===== src/rtl/ysyx_23060236_dcache_wbuf.sv =====
// Write-back victim buffer for the data cache.
// Evicted dirty lines are queued in a small in-order FIFO and drained one
// by one to memory as single-beat AXI4-Lite writes. Loads can look up the
// queued lines combinationally so a cache miss still sees pending data.
module ysyx_23060236_dcache_wbuf #(
    parameter int ADDR_LEN   = 32,
    parameter int DATA_LEN   = 32,
    parameter int OFFSET_LEN = 2,
    parameter int INDEX_LEN  = 4,
    parameter int TAG_LEN    = ADDR_LEN - OFFSET_LEN - INDEX_LEN,
    parameter int DEPTH      = 4
) (
    input  logic                    clock,
    input  logic                    reset,
    input  logic                    push_valid,
    output logic                    push_ready,
    input  logic [TAG_LEN-1:0]      push_tag,
    input  logic [INDEX_LEN-1:0]    push_index,
    input  logic [DATA_LEN-1:0]     push_data,
    input  logic [ADDR_LEN-1:0]     lookup_addr,
    output logic                    lookup_hit,
    output logic [DATA_LEN-1:0]     lookup_data,
    output logic                    wbuf_empty,
    output logic                    wr_err,
    output logic                    awvalid,
    input  logic                    awready,
    output logic [ADDR_LEN-1:0]     awaddr,
    output logic                    wvalid,
    input  logic                    wready,
    output logic [DATA_LEN-1:0]     wdata,
    output logic [DATA_LEN/8-1:0]   wstrb,
    input  logic                    bvalid,
    output logic                    bready,
    input  logic [1:0]              bresp
);

    localparam int PTR_W  = (DEPTH > 1) ? $clog2(DEPTH) : 1;
    localparam int CNT_W  = PTR_W + 1;
    localparam int LINE_W = ADDR_LEN - OFFSET_LEN;
    localparam logic [CNT_W-1:0] FULL_CNT = CNT_W'(DEPTH);

    typedef enum logic [1:0] {
        IDLE = 2'd0,
        SEND = 2'd1,
        RESP = 2'd2
    } state_e;

    // Entry storage: line address (tag + index) and data, plus valid bits.
    logic [LINE_W-1:0]   line_q [DEPTH];
    logic [LINE_W-1:0]   line_d [DEPTH];
    logic [DATA_LEN-1:0] data_q [DEPTH];
    logic [DATA_LEN-1:0] data_d [DEPTH];
    logic [DEPTH-1:0]    valid_q, valid_d;

    logic [PTR_W-1:0] head_q, head_d;
    logic [PTR_W-1:0] tail_q, tail_d;
    logic [CNT_W-1:0] count_q, count_d;
    state_e           state_q, state_d;
    logic             aw_done_q, aw_done_d;
    logic             w_done_q, w_done_d;
    logic             wr_err_q, wr_err_d;
    logic             awvalid_q, awvalid_d;
    logic             wvalid_q, wvalid_d;
    logic             bready_q, bready_d;
    logic             push_ready_q, push_ready_d;
    logic             wbuf_empty_q, wbuf_empty_d;

    logic push_fire_s, pop_fire_s, aw_fire_s, w_fire_s;
    logic lookup_hit_s;
    logic [DATA_LEN-1:0] lookup_data_s;
    logic [PTR_W-1:0]    look_idx_s;
    logic                look_match_s;
    logic                unused_s;

    // Next-state logic: FIFO bookkeeping, drain FSM and registered outputs.
    always_comb begin
        line_d    = line_q;
        data_d    = data_q;
        valid_d   = valid_q;
        head_d    = head_q;
        tail_d    = tail_q;
        state_d   = state_q;
        aw_done_d = aw_done_q;
        w_done_d  = w_done_q;
        wr_err_d  = wr_err_q;

        push_fire_s = push_valid & push_ready_q;
        aw_fire_s   = awvalid_q & awready;
        w_fire_s    = wvalid_q & wready;
        pop_fire_s  = bready_q & bvalid;

        if (push_fire_s) begin
            line_d[tail_q]  = {push_tag, push_index};
            data_d[tail_q]  = push_data;
            valid_d[tail_q] = 1'b1;
            tail_d          = tail_q + PTR_W'(1);
        end else begin
            tail_d = tail_q;
        end

        if (pop_fire_s) begin
            valid_d[head_q] = 1'b0;
            head_d          = head_q + PTR_W'(1);
            wr_err_d        = wr_err_q | (bresp != 2'b00);
        end else begin
            head_d = head_q;
        end

        // A simultaneous push and pop leaves the occupancy unchanged.
        case ({push_fire_s, pop_fire_s})
            2'b10:   count_d = count_q + CNT_W'(1);
            2'b01:   count_d = count_q - CNT_W'(1);
            default: count_d = count_q;
        endcase

        case (state_q)
            IDLE: begin
                // Looking at count_d lets awvalid rise the cycle after a push.
                if (count_d != '0) begin
                    state_d = SEND;
                end else begin
                    state_d = IDLE;
                end
            end
            SEND: begin
                aw_done_d = aw_done_q | aw_fire_s;
                w_done_d  = w_done_q | w_fire_s;
                if (aw_done_d && w_done_d) begin
                    state_d = RESP;
                end else begin
                    state_d = SEND;
                end
            end
            RESP: begin
                if (pop_fire_s) begin
                    aw_done_d = 1'b0;
                    w_done_d  = 1'b0;
                    state_d   = (count_d != '0) ? SEND : IDLE;
                end else begin
                    state_d = RESP;
                end
            end
            default: begin
                state_d   = IDLE;
                aw_done_d = 1'b0;
                w_done_d  = 1'b0;
            end
        endcase

        awvalid_d    = (state_d == SEND) & ~aw_done_d;
        wvalid_d     = (state_d == SEND) & ~w_done_d;
        bready_d     = (state_d == RESP);
        push_ready_d = (count_d != FULL_CNT);
        wbuf_empty_d = (count_d == '0) & (state_d == IDLE);
    end

    // Lookup: scan oldest to youngest so the youngest matching entry wins.
    always_comb begin
        lookup_hit_s  = 1'b0;
        lookup_data_s = '0;
        look_idx_s    = head_q;
        look_match_s  = 1'b0;
        for (int i = 0; i < DEPTH; i++) begin
            look_idx_s    = head_q + PTR_W'(i);
            look_match_s  = valid_q[look_idx_s] &
                            (line_q[look_idx_s] == lookup_addr[ADDR_LEN-1:OFFSET_LEN]);
            lookup_hit_s  = lookup_hit_s | look_match_s;
            lookup_data_s = look_match_s ? data_q[look_idx_s] : lookup_data_s;
        end
    end

    // State register for FIFO, drain FSM and registered outputs.
    always_ff @(posedge clock) begin
        if (reset) begin
            for (int i = 0; i < DEPTH; i++) begin
                line_q[i] <= '0;
                data_q[i] <= '0;
            end
            valid_q      <= '0;
            head_q       <= '0;
            tail_q       <= '0;
            count_q      <= '0;
            state_q      <= IDLE;
            aw_done_q    <= 1'b0;
            w_done_q     <= 1'b0;
            wr_err_q     <= 1'b0;
            awvalid_q    <= 1'b0;
            wvalid_q     <= 1'b0;
            bready_q     <= 1'b0;
            push_ready_q <= 1'b1;
            wbuf_empty_q <= 1'b1;
        end else begin
            line_q       <= line_d;
            data_q       <= data_d;
            valid_q      <= valid_d;
            head_q       <= head_d;
            tail_q       <= tail_d;
            count_q      <= count_d;
            state_q      <= state_d;
            aw_done_q    <= aw_done_d;
            w_done_q     <= w_done_d;
            wr_err_q     <= wr_err_d;
            awvalid_q    <= awvalid_d;
            wvalid_q     <= wvalid_d;
            bready_q     <= bready_d;
            push_ready_q <= push_ready_d;
            wbuf_empty_q <= wbuf_empty_d;
        end
    end

    // Byte-offset bits of the lookup address never take part in the compare.
    assign unused_s = ^lookup_addr[OFFSET_LEN-1:0];

    assign push_ready  = push_ready_q;
    assign wbuf_empty  = wbuf_empty_q;
    assign wr_err      = wr_err_q;
    assign awvalid     = awvalid_q;
    assign wvalid      = wvalid_q;
    assign bready      = bready_q;
    assign awaddr      = {line_q[head_q], {OFFSET_LEN{1'b0}}};
    assign wdata       = data_q[head_q];
    assign wstrb       = {(DATA_LEN/8){1'b1}};
    assign lookup_hit  = lookup_hit_s;
    assign lookup_data = lookup_data_s;

endmodule


===== config.mk =====
export PLATFORM = sky130hd
export DESIGN_NAME = ysyx_23060236_dcache_wbuf
export DESIGN_NICKNAME = d
export VERILOG_FILES = /design/src/rtl/ysyx_23060236_dcache_wbuf.sv
export SDC_FILE = /design/constraint.sdc
export NUM_CORES = 1
export LEC_CHECK = 0
export CORE_MARGIN = 4
export CORE_UTILIZATION = 52
export DETAILED_ROUTE_END_ITERATION = 7
export PLACE_DENSITY = 0.79
export SETUP_SLACK_MARGIN = 0.4
export SLEW_MARGIN = 0
export SYNTH_ARGS = -nofsm -noshare
export SYNTH_HDL_FRONTEND = slang
export SYNTH_SLANG_ARGS = --single-unit

===== constraint.sdc =====
create_clock -name clock -period 4.83 [get_ports clock]
set_input_delay 0.966 -clock clock [delete_from_list [all_inputs] [get_ports clock]]
set_output_delay 0.966 -clock clock [all_outputs]
set_load 0.05 [all_outputs]

# After elaboration in Yosys (flattened, before gate mapping)
# Cells that the tools add are included.
# op_classes
n_addsub,6
eq_ne,11
order_cmp,13
div,0
reduce_logical,9
shifts,0
bitwise,27
muxes,57
mul,0
# ops
op,n
$mux 32,13
$mux 30,9
$bmux 32 s2,4
$bmux 30 s2,4
$bwmux 128,1
$bwmux 120,1
$eq 30x30->1,4
$demux 32 s2,1
$demux 30 s2,1
$ge 3x3->1 const B,5
$lt 2x3->1 const B,5
$not 2->3,5
$and 1x1->1,11
$mux 1,9
$bmux 1 s2,4
$mux 4,2
$eq 2x1->1 const B,3
$eq 2x2->1 const B,3
$or 1x1->1,6
$pmux 1 s3,2
$pmux 2 s3,1
$pmux 3 s2,1
$add 2x1->2 const B,2
$add 2x2->2 const B,2
other kinds (16),24
# word_totals
in_bits,102
memories,0
latchBits,0
register_bits,269
mem_bits_rw,0
out_inout_bits,107
rom_bits,0

# Depth between registers and ports, before layout
# Gate-level depths: netlist (run 1).
# logic_depth
word_depth,10
depth_mapped,20

# Worst setup path before layout (run 1)
# OpenSTA, ideal clock, no wires.
# synth_path
kind,register to output
from,register head_q[1]
to,output lookup_data[10]
path_buffers,9
stages_incl_launch_ff,20
slack_ps,-828
arrival_ps,4692
required_ps,3864
cell_sequence,dfxtp_1 > buf_2 > clkinv_1 > buf_1 > clkbuf_1 > ha_1 > buf_2 > buf_2 > buf_4 > buf_2 > mux4_2 > xor2_1 > nor4_1 > nand4_1 > nor3_2 > nand4_1 > buf_2 > clkbuf_1 > a21boi_0 > a21oi_1
# synth_via
elab_chain_len,10
# synth_lines
element,line_no,text
from (decl),55,"logic [PTR_W-1:0] head_q, head_d;"
from (signal assigned),180,head_q <= '0;
from (signal assigned),196,head_q <= head_d;
$add 2x1->2 or $not 2->3 (tied branches),"164, 166, 168",
$not 2->3 (not written as such) or $bmux 30 s2 (tied branches),"166, 168",
$bmux 30 s2 or $mux 30 (tied branches),166,(line_q[look_idx_s] == lookup_addr[ADDR_LEN-1:OFFSET_LEN]);
$mux 30 (not written as such),166,
$mux 30 (not written as such) or $eq 30x30->1 (tied branches),166,
$eq 30x30->1 or $and 1x1->1 (tied branches),"166, 165",
$and 1x1->1 or $mux 32 (tied branches),"165, 168",
$mux 32 (2 in a row),168,lookup_data_s = look_match_s ? data_q[look_idx_s] : lookup_data_s;
$mux 32 (*),168,
to (decl),22,"output logic [DATA_LEN-1:0] lookup_data,"
# Mark *: on every way between the ends. The rest lies on a longest branch, timed or not. The select of a mux whose other input is x is not followed.

# Final worst setup path (run 1)
# layout_path
from,register head_q[0]
to,output lookup_data[8]
# layout_lines
element,line_no,text
$add 2x2->2 (*),164,look_idx_s = head_q + PTR_W'(i);
via look_idx_s[0],71,logic [PTR_W-1:0] look_idx_s;
$not 2->3 (not written as such),"166, 168",
$bmux 30 s2,166,
$mux 30 (not written as such) (2 in a row),166,
$eq 30x30->1,166,
$and 1x1->1,165,look_match_s = valid_q[look_idx_s] &
$mux 32 (*),168,
# Mark *: on every way through the listed nets, which the timed path passes. The rest lies on a longest branch. The select of a mux whose other input is x is not followed.

==> results.toml, run 1 <==
[outcome]
status = "finished, violations left"
failed_checks = "setup timing"

[setup_path]
crit_slowest_cell = "dfxtp_4"
crit_family = "buffers and inverters"
crit_start = "head_q[0]$_SDFFE_PP0N_"
path_buf_inv = 7
crit_cells = 16
critical_path_class = "reg -> out"
crit_top_cell = "buf_12"
r2r-start = "bready$_SDFF_PP0_"
endpoint_kind = "output pin"
max_stage_delay_ns = 0.44
critPathArrivalTime_ns = 4.19
r2r_cells = 9
critical_path_required_ns = 3.86
startpoint_type = "flop"
crit_path_cell_trace = "inv_8 -> ha_4 -> buf_12 -> buf_8 -> mux4_2 -> xnor2_2 -> nand4_1 -> nor4_2 -> buf_4 -> o2111ai_4 -> buf_12 -> buf_12 -> a2111oi_4 -> o221ai_2 -> a21oi_4 -> buf_12"
critPathMaxFanout = 6

[drt]
drt-total-wl_mm = 71.0
via_count = 19200
dr.pass1.iters = 6
ant_nets = 0
drt-initial-drc-count = 1993
wire_per_inst_um = 23.7
viasPerCell = 6.41
drc = 0

[floorplanning]
ios = 209
die_x_um = 196
core_area_um2 = 34600
die_y_um = 196
start_util = 0.529
rows = 68
die_area_um2 = 38300

[sta]
fin_setup_tns_ns = -8.81
setup_viol_count_final = 33
postLayoutSetupSlackWorst_ns = -0.327
final_hold_viol_count = 0
period_needed_ns = 5.16
drv_slew = 0
finalCritPeriodShare = 1.07
fin_skew_ns = 0.00940
rsz0062_at_grt = "yes"
fmax_mhz = 194
worstMarginPinSlew_ns = 0.906
maxSlewHeadroom = 0.396

[logic_synthesis]
yosys.area.top_type = "dfxtp_1"
ys_seq_elements = 269
yosysWarnings = 0
async_flop_share = 0
syn-cell-area_um2 = 18300
netlist_top_cells_area = "dfxtp_1 29%, nand2_1 11%, a21oi_1 9.8%"
synthFlopType = "dfxtp_1"
avgSynthCellArea_um2 = 7.91
synth_cell_type_count = 74
yosysTopAreaCellShare = 0.294
synthCells = 2315
synth_seq_area_share = 0.294
synth_edf_count = 0

[placed_design]
dp_slack_ns = -0.283
gp_congestion = 1.05
dpl.hpwl_mm = 45.2
portBuffers = 200

[clock_network]
worstSkewPairLatency_ns = 0.57
h-tree-depth = 1
clock_sinks = 269
cts-hold-fix-buffers = 0
clk_pin_slew_worst_paths_ns = 0.06
numCtsBuffers = 30
cts_tree = "built"
cts_buffer_depth = 3
clockRootBuffer = "clkbuf_16"

[global_routing]
track_usage = 0.346
gr-total-overflow = 0
use_met2 = 0.580
grt_max_degree = 183
top_usage_layer = "met2"
use_met1 = 0.431
met3_usage = 0.0657
grt_first_pass_wirelength_mm = 106
grt_pass1_vias = 18900
antenna_found_initial = 3

[layout]
nNetsFinal = 2633
drive_gt1_frac = 0.229
syn_to_final_growth_pct = 34.5

[min_path]
hold_start = "wr_err$_SDFFE_PP0N_"
hold_depth = 2
hp-class = "reg -> reg"

[pwr]
p_per_area_nw_per_um2 = 311
ir_worst_vdd_uv = 347
power.leakage_nw = 8.39

[job]
cap_violations = 0
==> tightest hold or removal path, stage by stage, from the launching register on <==
cell,delay (ns)
dfxtp_1,0.31
inv_1,0.05
a21oi_1,0.05
==> report_power, final <==
part           switching, W  total, W  internal (W)
Combinational       0.00161   0.00270       0.00109
Sequential         0.000139   0.00250       0.00236
Clock              0.000985   0.00245       0.00147
Total               0.00273   0.00765       0.00492
==> per-stage QoR <==
stage	total power, W	hold WS [ns]	area, um^2	util	cells
5_1_grt	0.00789	0.491	24600	0.711	3001
6_report	0.00765	0.453	24600	0.711	3001
2_1_floorplan	0.00419	0.445	19100	-	2319
3_3_place_gp	0.00484	0.439	22100	0.638	2898
4_1_cts	0.00755	0.456	24200	0.699	2988
3_5_place_dp	0.00491	0.448	22100	0.638	2898
==> cell type report <==
class / count / area [um^2]
Antenna cell: 2 / 5.00
Clock buffer: 44 / 873
Clock inverter: 11 / 183
Fill cell: 2552 / 10000
Inverter: 23 / 95.1
Multi-Input combinational cell: 1810 / 13100
Sequential cell: 269 / 5390
Tap cell: 455 / 569
Timing Repair Buffer: 387 / 4390
==> path summary, 6_finish.rpt <==
kind                                         endpoint  slack, ns
worst max-delay path                   lookup_data[8]      -0.33
worst min-delay path              wr_err$_SDFFE_PP0N_       0.45
worst max register to register  wbuf_empty$_SDFF_PP1_       2.18
worst min register to register    wr_err$_SDFFE_PP0N_       0.45
==> placed cells by master, fill, tap and decap left out, types with 11 or more instances in the layout <==
cell type	n
mux4_2	61
a21oi_4	31
clkdlybuf4s50_1	163
nor2_1	163
a2111oi_4	13
nand2_1	548
mux2i_1	134
nand4_1	18
xor2_1	22
buf_6	18
o221ai_2	24
a2111oi_2	17
clkbuf_16	34
o21ai_0	49
a21oi_1	327
mux2_2	84
inv_1	19
dfxtp_1	267
o221ai_1	11
buf_4	129
xnor2_1	63
a21boi_0	49
buf_12	57
==> synth_stat cells, drive strengths merged, types with 2 or more instances <==
cell     instances
nor3b            2
nand2b           3
a21o             3
nor2b            4
nor2           165
a31oi            4
nand4           18
a211oi           8
o2bb2ai          3
o2111ai          5
a21boi          62
a22o             5
o21ai           50
o22ai            9
nand3            5
and3             5
and2             5
o22a             2
o31a             2
clkbuf         144
and4             2
mux2            89
nor3             4
clkinv           2
nor4            11
o221ai          35
mux2i          146
or4              2
o211ai           6
buf             73
a22oi            6
xnor2           75
a21oi          360
inv             21
mux4            63
a2111oi         33
or3              2
a221oi           4
ha               9
a2bb2o           2
dfxtp          269
conb             2
nand2          553
xor2            25
o41ai            2
==> flip-flops by register name, summed over array words and instances, names as in the netlist, 2 cells and up <==
register / count
valid_q: 4
tail_q: 2
head_q: 2
count_q: 3
line_q: 120
state_q: 2
data_q: 128
==> metal layers <==
metal  share of wire  vias up
met5         0.00018        -
met4           0.050        2
met3           0.098      254
met2            0.48     1215
met1            0.37     9205
li1                -     8568
==> cell families (layout without fill, tap and decap cells) <==
family / after synthesis / in the layout / synth area share
and+or+nand+nor: 787 / 787 / 0.172
muxes: 298 / 298 / 0.214
other: 2 / 8 / 0.000410
buffers and inverters: 240 / 465 / 0.0640
DFF: 269 / 269 / 0.294
AOI/OAI and AO/OA: 609 / 609 / 0.200
adders and majority gates: 10 / 10 / 0.00724
xor gates and xnor gates: 100 / 100 / 0.0478
==> timing repair <==
action,CTS,global route
cloned,7,5
setup endpoints to repair,54,47
setup buffers,28,6
pin swaps,33,30
resized for setup,130,46
No activity file was read; power rests on OpenSTA's default activity.
==> run 2, diff against run 1 <==
--- a/config.mk
+++ b/config.mk
@@ -5,11 +5,11 @@
 export SDC_FILE = /design/constraint.sdc
 export NUM_CORES = 1
 export LEC_CHECK = 0
-export CORE_MARGIN = 4
+export CORE_MARGIN = 5
 export CORE_UTILIZATION = 52
 export DETAILED_ROUTE_END_ITERATION = 7
 export PLACE_DENSITY = 0.79
-export SETUP_SLACK_MARGIN = 0.4
+export SETUP_SLACK_MARGIN = 0.15
 export SLEW_MARGIN = 0
 export SYNTH_ARGS = -nofsm -noshare
 export SYNTH_HDL_FRONTEND = slang
==> run 2 against run 1 <==
  * The run still ends with setup timing left
  * Non-clock buffer count fell by 31
  * Design area fell by 2.2%
  * Hold slack barely moved
  * Sequential power barely moved
==> results.toml, run 2 (same netlist as run 1, synthesis figures left out) <==
[outcome]
status = "finished, violations left"
failed_checks = "setup timing"

[layout]
syn_to_final_growth_pct = 31.6
layout_commonest_cell = "nand2_1"
drive_gt1_frac = 0.212
top_regs = "data_q x128, line_q x120, valid_q x4"
finalInstanceArea_um2 = 24100
max_flop_register = "data_q"
nNetsFinal = 2602
largest_register_ffs = 128
final_cell_mix = "549 x nand2_1, 329 x a21oi_1, 267 x dfxtp_1"

[pwr]
power.leakage_nw = 8.03
p_int_w = 0.00487
clockPowerShare = 0.327
p_per_area_nw_per_um2 = 317
net-switching-power_w = 0.00277
pwr-share-comb = 0.346
p_sw_frac = 0.363
ir_worst_vdd_uv = 423
power_w = 0.00763
p_seq_frac = 0.327

[floorplanning]
start_util = 0.529
die_x_um = 198
core_area_um2 = 34600
die_y_um = 198
die_area_um2 = 39100
ios = 209
rows = 68

[sta]
worstMarginPinSlew_ns = 1.20
finalCritPeriodShare = 1.07
maxSlewHeadroom = 0.202
hold_slack_ns = 0.453
rsz0062_at_grt = "yes"
fmax_mhz = 193
setup_viol_count_final = 33
drv_slew = 0
postLayoutSetupSlackWorst_ns = -0.358
fin_skew_ns = 0.0111
period_needed_ns = 5.19
final_hold_viol_count = 0

[setup_path]
crit_path_cell_trace = "inv_4 -> ha_4 -> buf_12 -> mux4_2 -> xnor2_1 -> nand4_1 -> nor4_2 -> buf_4 -> o2111ai_4 -> buf_12 -> buf_12 -> a2111oi_2 -> o221ai_2 -> a21oi_4 -> buf_12"
startpoint_type = "flop"
endpoint_kind = "output pin"
path_buf_inv = 6
critical_path_class = "reg -> out"
crit_slowest_cell = "dfxtp_4"
critPathArrivalTime_ns = 4.22
crit_family = "buffers and inverters"
crit_top_cell = "buf_12"
critPathMaxFanout = 8
critical_path_required_ns = 3.86
max_stage_delay_ns = 0.42

[global_routing]
grt_first_pass_wirelength_mm = 105
grt_max_degree = 157
grt_pass1_vias = 18600
top_usage_layer = "met2"
track_usage = 0.334
use_met2 = 0.538
met3_usage = 0.0660
use_met1 = 0.452
antenna_found_initial = 2
gr-total-overflow = 0

[clock_network]
numCtsBuffers = 30
clock_sinks = 269
worstSkewPairLatency_ns = 0.60
clockRootBuffer = "clkbuf_16"
h-tree-depth = 1
cts_buffer_depth = 3
cts_tree = "built"
clk_pin_slew_worst_paths_ns = 0.06

[placed_design]
gp_congestion = 1.10
dpl-instance-area_um2 = 21700
portBuffers = 200
dpl.hpwl_mm = 44.0

[drt]
viasPerCell = 6.47
wire_per_inst_um = 24.1
ant_nets = 0
via_count = 19200
drt-total-wl_mm = 71.7
drc = 0
drt-initial-drc-count = 2607
dr.pass1.iters = 8

[job]
cap_violations = 0

[min_path]
hp-class = "reg -> reg"
-- run 2: repair_timing --
action	CTS	global route
resized for setup	57	104
setup buffers	7	18
cloned	5	6
hold buffers	0	0
setup endpoints to repair	33	64
pin swaps	12	17
hold endpoints to repair	0	0
-- run 2: path summary, 6_finish.rpt --
check                               from                    end  slack, ns  depth (start not counted)
setup reg to reg   push_ready$_SDFF_PP1_  wbuf_empty$_SDFF_PP1_       2.13                          9
hold reg to reg      wr_err$_SDFFE_PP0N_    wr_err$_SDFFE_PP0N_       0.45                          2
hold / removal       wr_err$_SDFFE_PP0N_    wr_err$_SDFFE_PP0N_       0.45                          2
setup / recovery  head_q[0]$_SDFFE_PP0N_         lookup_data[9]      -0.36                         15
-- run 2: per-stage QoR --
| step | util | cells | worst slack, ns | TNS, ns |
|---|---|---|---|---|
| 4_1_cts | 0.671 | 2945 | -0.266 | -7.31 |
| 2_1_floorplan | - | 2319 | 0.105 | 0 |
| 6_report | 0.696 | 2971 | -0.358 | -8.79 |
| 3_3_place_gp | 0.626 | 2877 | -0.248 | -4.73 |
| 3_5_place_dp | 0.626 | 2877 | -0.368 | -5.48 |
| 5_1_grt | 0.695 | 2970 | -0.460 | -12.76 |
-- run 2: power groups by stage --
stage	clock (W)	sequential, W	combinational [W]
floorplan	0	0.00255	0.00162
global placement	0	0.00252	0.00230
detailed placement	0	0.00254	0.00234
CTS	0.00250	0.00249	0.00247
global route	0.00260	0.00251	0.00277
finish	0.00249	0.00250	0.00264
-- run 2: routing by layer --
| metal | share of wire | wire [um] |
|---|---|---|
| met5 | 0.00018 | 13 |
| met4 | 0.045 | 3200 |
| met1 | 0.39 | 27800 |
| met2 | 0.46 | 32600 |
| met3 | 0.11 | 8060 |
-- run 2: final cells by class --
class,count,area (um^2)
tap,455,569
timing repair buffer,356,3990
multi-input combinational,1810,13000
fill,2572,10500
antenna,2,5.00
inverter,23,90.1
clock buffer,41,832
sequential,269,5390
clock inverter,15,236
-- run 2: worst min-delay path, stage by stage (launching register included) --
cell	delay (ns)
dfxtp_1	0.31
inv_1	0.05
a21oi_1	0.05
==> RTL change 1, RTL diff (settings of run 2) <==
Register the output `wr_err` once more, with the module's reset; this adds one clock of latency there. The other outputs are not delayed to match.
--- a/src/rtl/ysyx_23060236_dcache_wbuf.sv
+++ b/src/rtl/ysyx_23060236_dcache_wbuf.sv
@@ -215,3 +215,9 @@
     assign wbuf_empty  = wbuf_empty_q;
-    assign wr_err      = wr_err_q;
+    always_ff @(posedge clock) begin
+        if (reset) begin
+            wr_err <= '0;
+        end else begin
+            wr_err <= wr_err_q;
+        end
+    end
     assign awvalid     = awvalid_q;
Behaviour: not the same (a bounded check fails within 4 cycles, from zero or initial values and one cycle with reset high).
==> RTL change 1 against run 2 <==
  * The flow finishes with violations (design-rule violations, negative setup slack)
  * Sequential share of layout area is 0.80 points higher
  * Final area is 3.1% lower
  * Sequential cell count is 1 higher
  * Setup slack better by 36 ps
  * Via count is 1.9% lower
  * Die area is 1.4% lower
  * Synthesized cell count is 2.0% higher
  * Synthesized area is 1.5% lower
  * Utilization is 1.7 points lower
  * Wire length is 6.8% lower
  * Global-route usage is 0.57 points lower
  * Fmax is 0.70% higher
  * Critical endpoint is now lookup_data[25]
  * Largest cell class unchanged
Power is not compared: it rests on default switching activity, and its combinational part moved more than twofold at a synthesized area within 25%.
==> RTL change 1: results (changes against run 2) <==
Place
The pre-CTS setup slack is -46.4 ps (was -368 ps). The number of placed cells counting well taps was 2920 (was 2877). The instance area after placement is 0.0215 mm^2 (was 0.0217 mm^2).

The detailed placer's ending HPWL is 43600 um (was 44000 um). The routability congestion estimate from global placement is 1.03 (was 1.10).

Worst setup path
The largest stage delay on the critical path is 710 ps (was 420 ps). The depth of the worst register-to-register path was 10 (was 9). The worst endpoint data arrival time is 4190 ps (was 4220 ps).

The critical path's slowest cell is sky130_fd_sc_hd__or4_4 (was sky130_fd_sc_hd__dfxtp_4). The largest fanout of any net on the critical path was 6 (was 8). The family with the most delay on the worst path is simple AND/OR/NAND/NOR gates (was buffers and inverters).

Routing
The iteration-0 DRC count of the detailed router is 2095 (was 2607). The detailed-route DRC error count came to 8 (was 0). The routed wire length on met3 is 7050 um (was 8060 um).

The via total after detailed routing came to 18900 (was 19200). The via density per instance is 6.27 (was 6.47). The routed length per placed instance is 22.2 um (was 24.1 um). The amount of wire on met2 after detailed routing is 30500 um (was 32600 um).

Synth
The synthesized-area fraction occupied by ao, oa, aoi and oai cells is 20.5% (was 20.0%). Top post-synthesis cells by area: sky130_fd_sc_hd__dfxtp_1, sky130_fd_sc_hd__nand2_1, sky130_fd_sc_hd__a21oi_1 (unchanged). The xor/xnor share of the synthesized area is 4.61% (was 4.78%). The fraction of synthesized area in multiplexers is 19.8% (was 21.4%). The portion of the post-synthesis area used by sequential elements is 30.0% (was 29.4%).

The adder and majority gate portion of the synthesized area is 0.735% (was 0.724%).

Final layout
The net count of the finished layout is 2638 (was 2602). The number of filler cells placed in the layout came to 2687 (was 2572).

Timing
The clock skew is 6.87 ps (was 11.1 ps). The total of endpoints with negative setup slack in the final report is 33 (unchanged). The setup TNS after final layout is -9040 ps (was -8790 ps). The slack of the critical path is -322 ps (was -358 ps).

Clocking
The number of CTS-inserted buffers is 31 (was 30). The quantity of gates resized following cts was 32 (was 57). The post-CTS repair timing setup buffer count is 5 (was 7).

Status
Run status: complete, but fails checks (unchanged). Violated checks: design-rule violations, negative setup slack (was negative setup slack).

GRT
The met2 routing resource usage after global routing is 53.6% (was 53.8%). The maximum number of pins on one net before global-route repair is 128 (was 157). The total routing usage reported by global routing was 32.8% (was 33.4%). The met1 track demand over resource was 43.0% (was 45.2%). The number of antenna violations at the first check in global routing was 5 (was 2).

The met3 demand-to-capacity share in global routing was 5.84% (was 6.60%). The first-pass GRT wire length is 102000 um (was 105000 um). The number of global-route vias before repair came to 18200 (was 18600).
RTL change 1: cell types whose count changed after synthesis, sizes merged, moves of 7 or more:
cell,run 2,this run
a2111oi,33,3
a21boi,62,28
a21oi,360,396
and3,5,33
buf,73,66
clkbuf,144,155
mux2,89,77
mux2i,146,192
mux4,63,34
nand4,18,9
nor2,165,153
o211ai,6,13
o21a,0,29
o21ai,50,61
RTL change 1: cell type report:
cell class	count	area share [%]
diodes	3	0.0322
clock buffers	41	3.66
clock inverters	17	0.718
inverters	25	0.461
multi-input cells	1850	52.4
flip-flops and latches	270	23.2
well taps	455	2.44
repair buffers	348	17.1
RTL change 1: power breakdown:
part / switching [mW] / total [mW] / internal (mW)
registers: 0.0883 / 2.41 / 2.33
clock network: 1.01 / 2.37 / 1.36
logic: 0.747 / 1.20 / 0.456
RTL change 1: final timing paths:
path | startpoint | to | slack [ps]
max | head_q[0] | lookup_data[25] | -320
min | wr_err_q | wr_err | 450
max reg2reg | bready | wvalid | 2200
min reg2reg | wr_err_q | wr_err | 450
==> RTL change 2, RTL diff (flow settings as in run 2) <==
Without the edit above. `DEPTH`: 4 -> 2.
--- a/src/rtl/ysyx_23060236_dcache_wbuf.sv
+++ b/src/rtl/ysyx_23060236_dcache_wbuf.sv
@@ -10,3 +10,3 @@
     parameter int TAG_LEN    = ADDR_LEN - OFFSET_LEN - INDEX_LEN,
-    parameter int DEPTH      = 4
+    parameter int DEPTH      = 2
 ) (
Formal check against the unedited RTL: not equivalent (a bounded check fails within 4 cycles, from zero or initial values and one cycle with reset high).
==> RTL change 2 against run 2 <==
  * Worst hold slack better by 14 ps
  * Final area shrank 54%
  * Total power decreased by 56%
  * Setup slack improved by 570 ps
  * Sequential share of layout area is 3.1 points higher
  * Sequential power is 48% lower
  * Wire length is 65% lower
  * Synthesized area fell by 56%
  * Sequential cell count is 129 lower
  * Critical endpoint is now lookup_data[2]
  * Highest routed layer is now met4
==> RTL change 2: results (changes against run 2) <==
Final layout
The number of filler cells placed in the layout is 1196 (was 2572). The antenna diode instance count is 0 (was 2). The ratio of cells with drive above 1 in the final layout is 10.4% (was 21.2%). Largest regs: data_q x64, line_q x60 (was data_q x128, line_q x120, valid_q x4).

Worst setup path
The critical path's slowest cell is sky130_fd_sc_hd__or4_1 (was sky130_fd_sc_hd__dfxtp_4). The largest stage delay on the critical path was 620 ps (was 420 ps). The worst endpoint data arrival time was 3650 ps (was 4220 ps).

Synth
The portion of the post-synthesis area used by sequential elements came to 35.2% (was 29.4%). Top post-synthesis cells by area: sky130_fd_sc_hd__dfxtp_1, sky130_fd_sc_hd__nand2_1, sky130_fd_sc_hd__a21oi_1 (unchanged). Most numerous cell types in the synthesized netlist: sky130_fd_sc_hd__nand2_1, sky130_fd_sc_hd__dfxtp_1, sky130_fd_sc_hd__a21oi_1, sky130_fd_sc_hd__nand2b_1, sky130_fd_sc_hd__clkbuf_1 (was sky130_fd_sc_hd__nand2_1, sky130_fd_sc_hd__a21oi_1, sky130_fd_sc_hd__dfxtp_1, sky130_fd_sc_hd__nor2_1, sky130_fd_sc_hd__mux2i_1). The number of distinct library cells after synthesis is 41 (was 74).

Power
The worst vdd rail ir drop is 0.000205 V (was 0.000423 V). The leakage power of the design is 3.98 nW (was 8.03 nW).

GRT
The first-pass GRT wire length is 38500 um (was 105000 um). The maximum number of pins on one net before global-route repair is 129 (was 157). The number of antenna violations at the first check in global routing is 0 (was 2).

Status
Run status: completed (was complete, but fails checks).

Routing
The routed length per placed instance is 17.4 um (was 24.1 um). The iteration-0 DRC count of the detailed router was 546 (was 2607). The via total after detailed routing is 8026 (was 19200).

Clocking
The buffer depth of the longest clock path was 2 (was 3). The clock latency on the worst-skew pair is 420 ps (was 600 ps).

Timing
The clock skew is 4.85 ps (was 11.1 ps). The worst slew margin relative to its limit is 28.8% (was 20.2%).

Place
The pre-CTS setup slack was 194 ps (was -368 ps). The routability congestion estimate from global placement is 0.824 (was 1.10).
-- RTL change 2: cell types whose count changed in the layout (fill, tap and decap cells not counted), sizes merged, moves of 62 or more --
cell    change
nor2      -146
mux2i     -117
mux4       -63
nand2b     +63
dfxtp     -129
buf       -128
nand2     -200
a21oi     -227
a21boi     -62
-- RTL change 2: final timing paths --
| path | endpoint | cells after the start | from | slack [ps] |
|---|---|---|---|---|
| worst max-delay path | lookup_data[2] | 8 | lookup_addr[28] | 210 |
| worst min-delay path | data_q[26] | 2 | data_q[26] | 470 |
| worst max register to register | line_q[53] | 5 | push_ready | 2770 |
| worst min register to register | data_q[26] | 2 | data_q[26] | 470 |
-- RTL change 2: layer usage --
metal | track usage, % | share of wire (%)
met2 | 45.3 | 48
met1 | 32.6 | 42
met4 | 9.83 | 3.0
met5 | 0 | 0
met3 | 6.60 | 7.1
-- RTL change 2: logic make-up after synthesis --
logic type      share of synthesized area, %
simple gates                            25.2
compound gates                          18.9
flops                                   35.2
buf+inv                                 5.59
xor+xnor                                6.92
mux                                     7.88
other cells                           0.0942
fa+ha+maj                              0.157
-- RTL change 2: power by group --
| group | total, mW | switching (mW) | internal (mW) |
|---|---|---|---|
| clock network | 1.32 | 0.482 | 0.837 |
| logic | 0.734 | 0.443 | 0.291 |
| registers | 1.29 | 0.0576 | 1.23 |
-- RTL change 2: timing repair --
| action | in CTS | in global routing |
|---|---|---|
| buffers inserted | 1 | 1 |
| endpoints found under the setup margin | 32 | 32 |
| resized for setup | 0 | 8 |
| pin swaps | 0 | 0 |
-- RTL change 2: area by class of cell --
cell class	instances	area, um^2	share of cell area [%]
inverters	5	18.8	0.171
clock inverters	6	82.6	0.750
repair buffers	220	2540	23.1
flip-flops and latches	140	2810	25.5
well taps	188	235	2.14
clock buffers	25	515	4.68
multi-input cells	838	4810	43.7
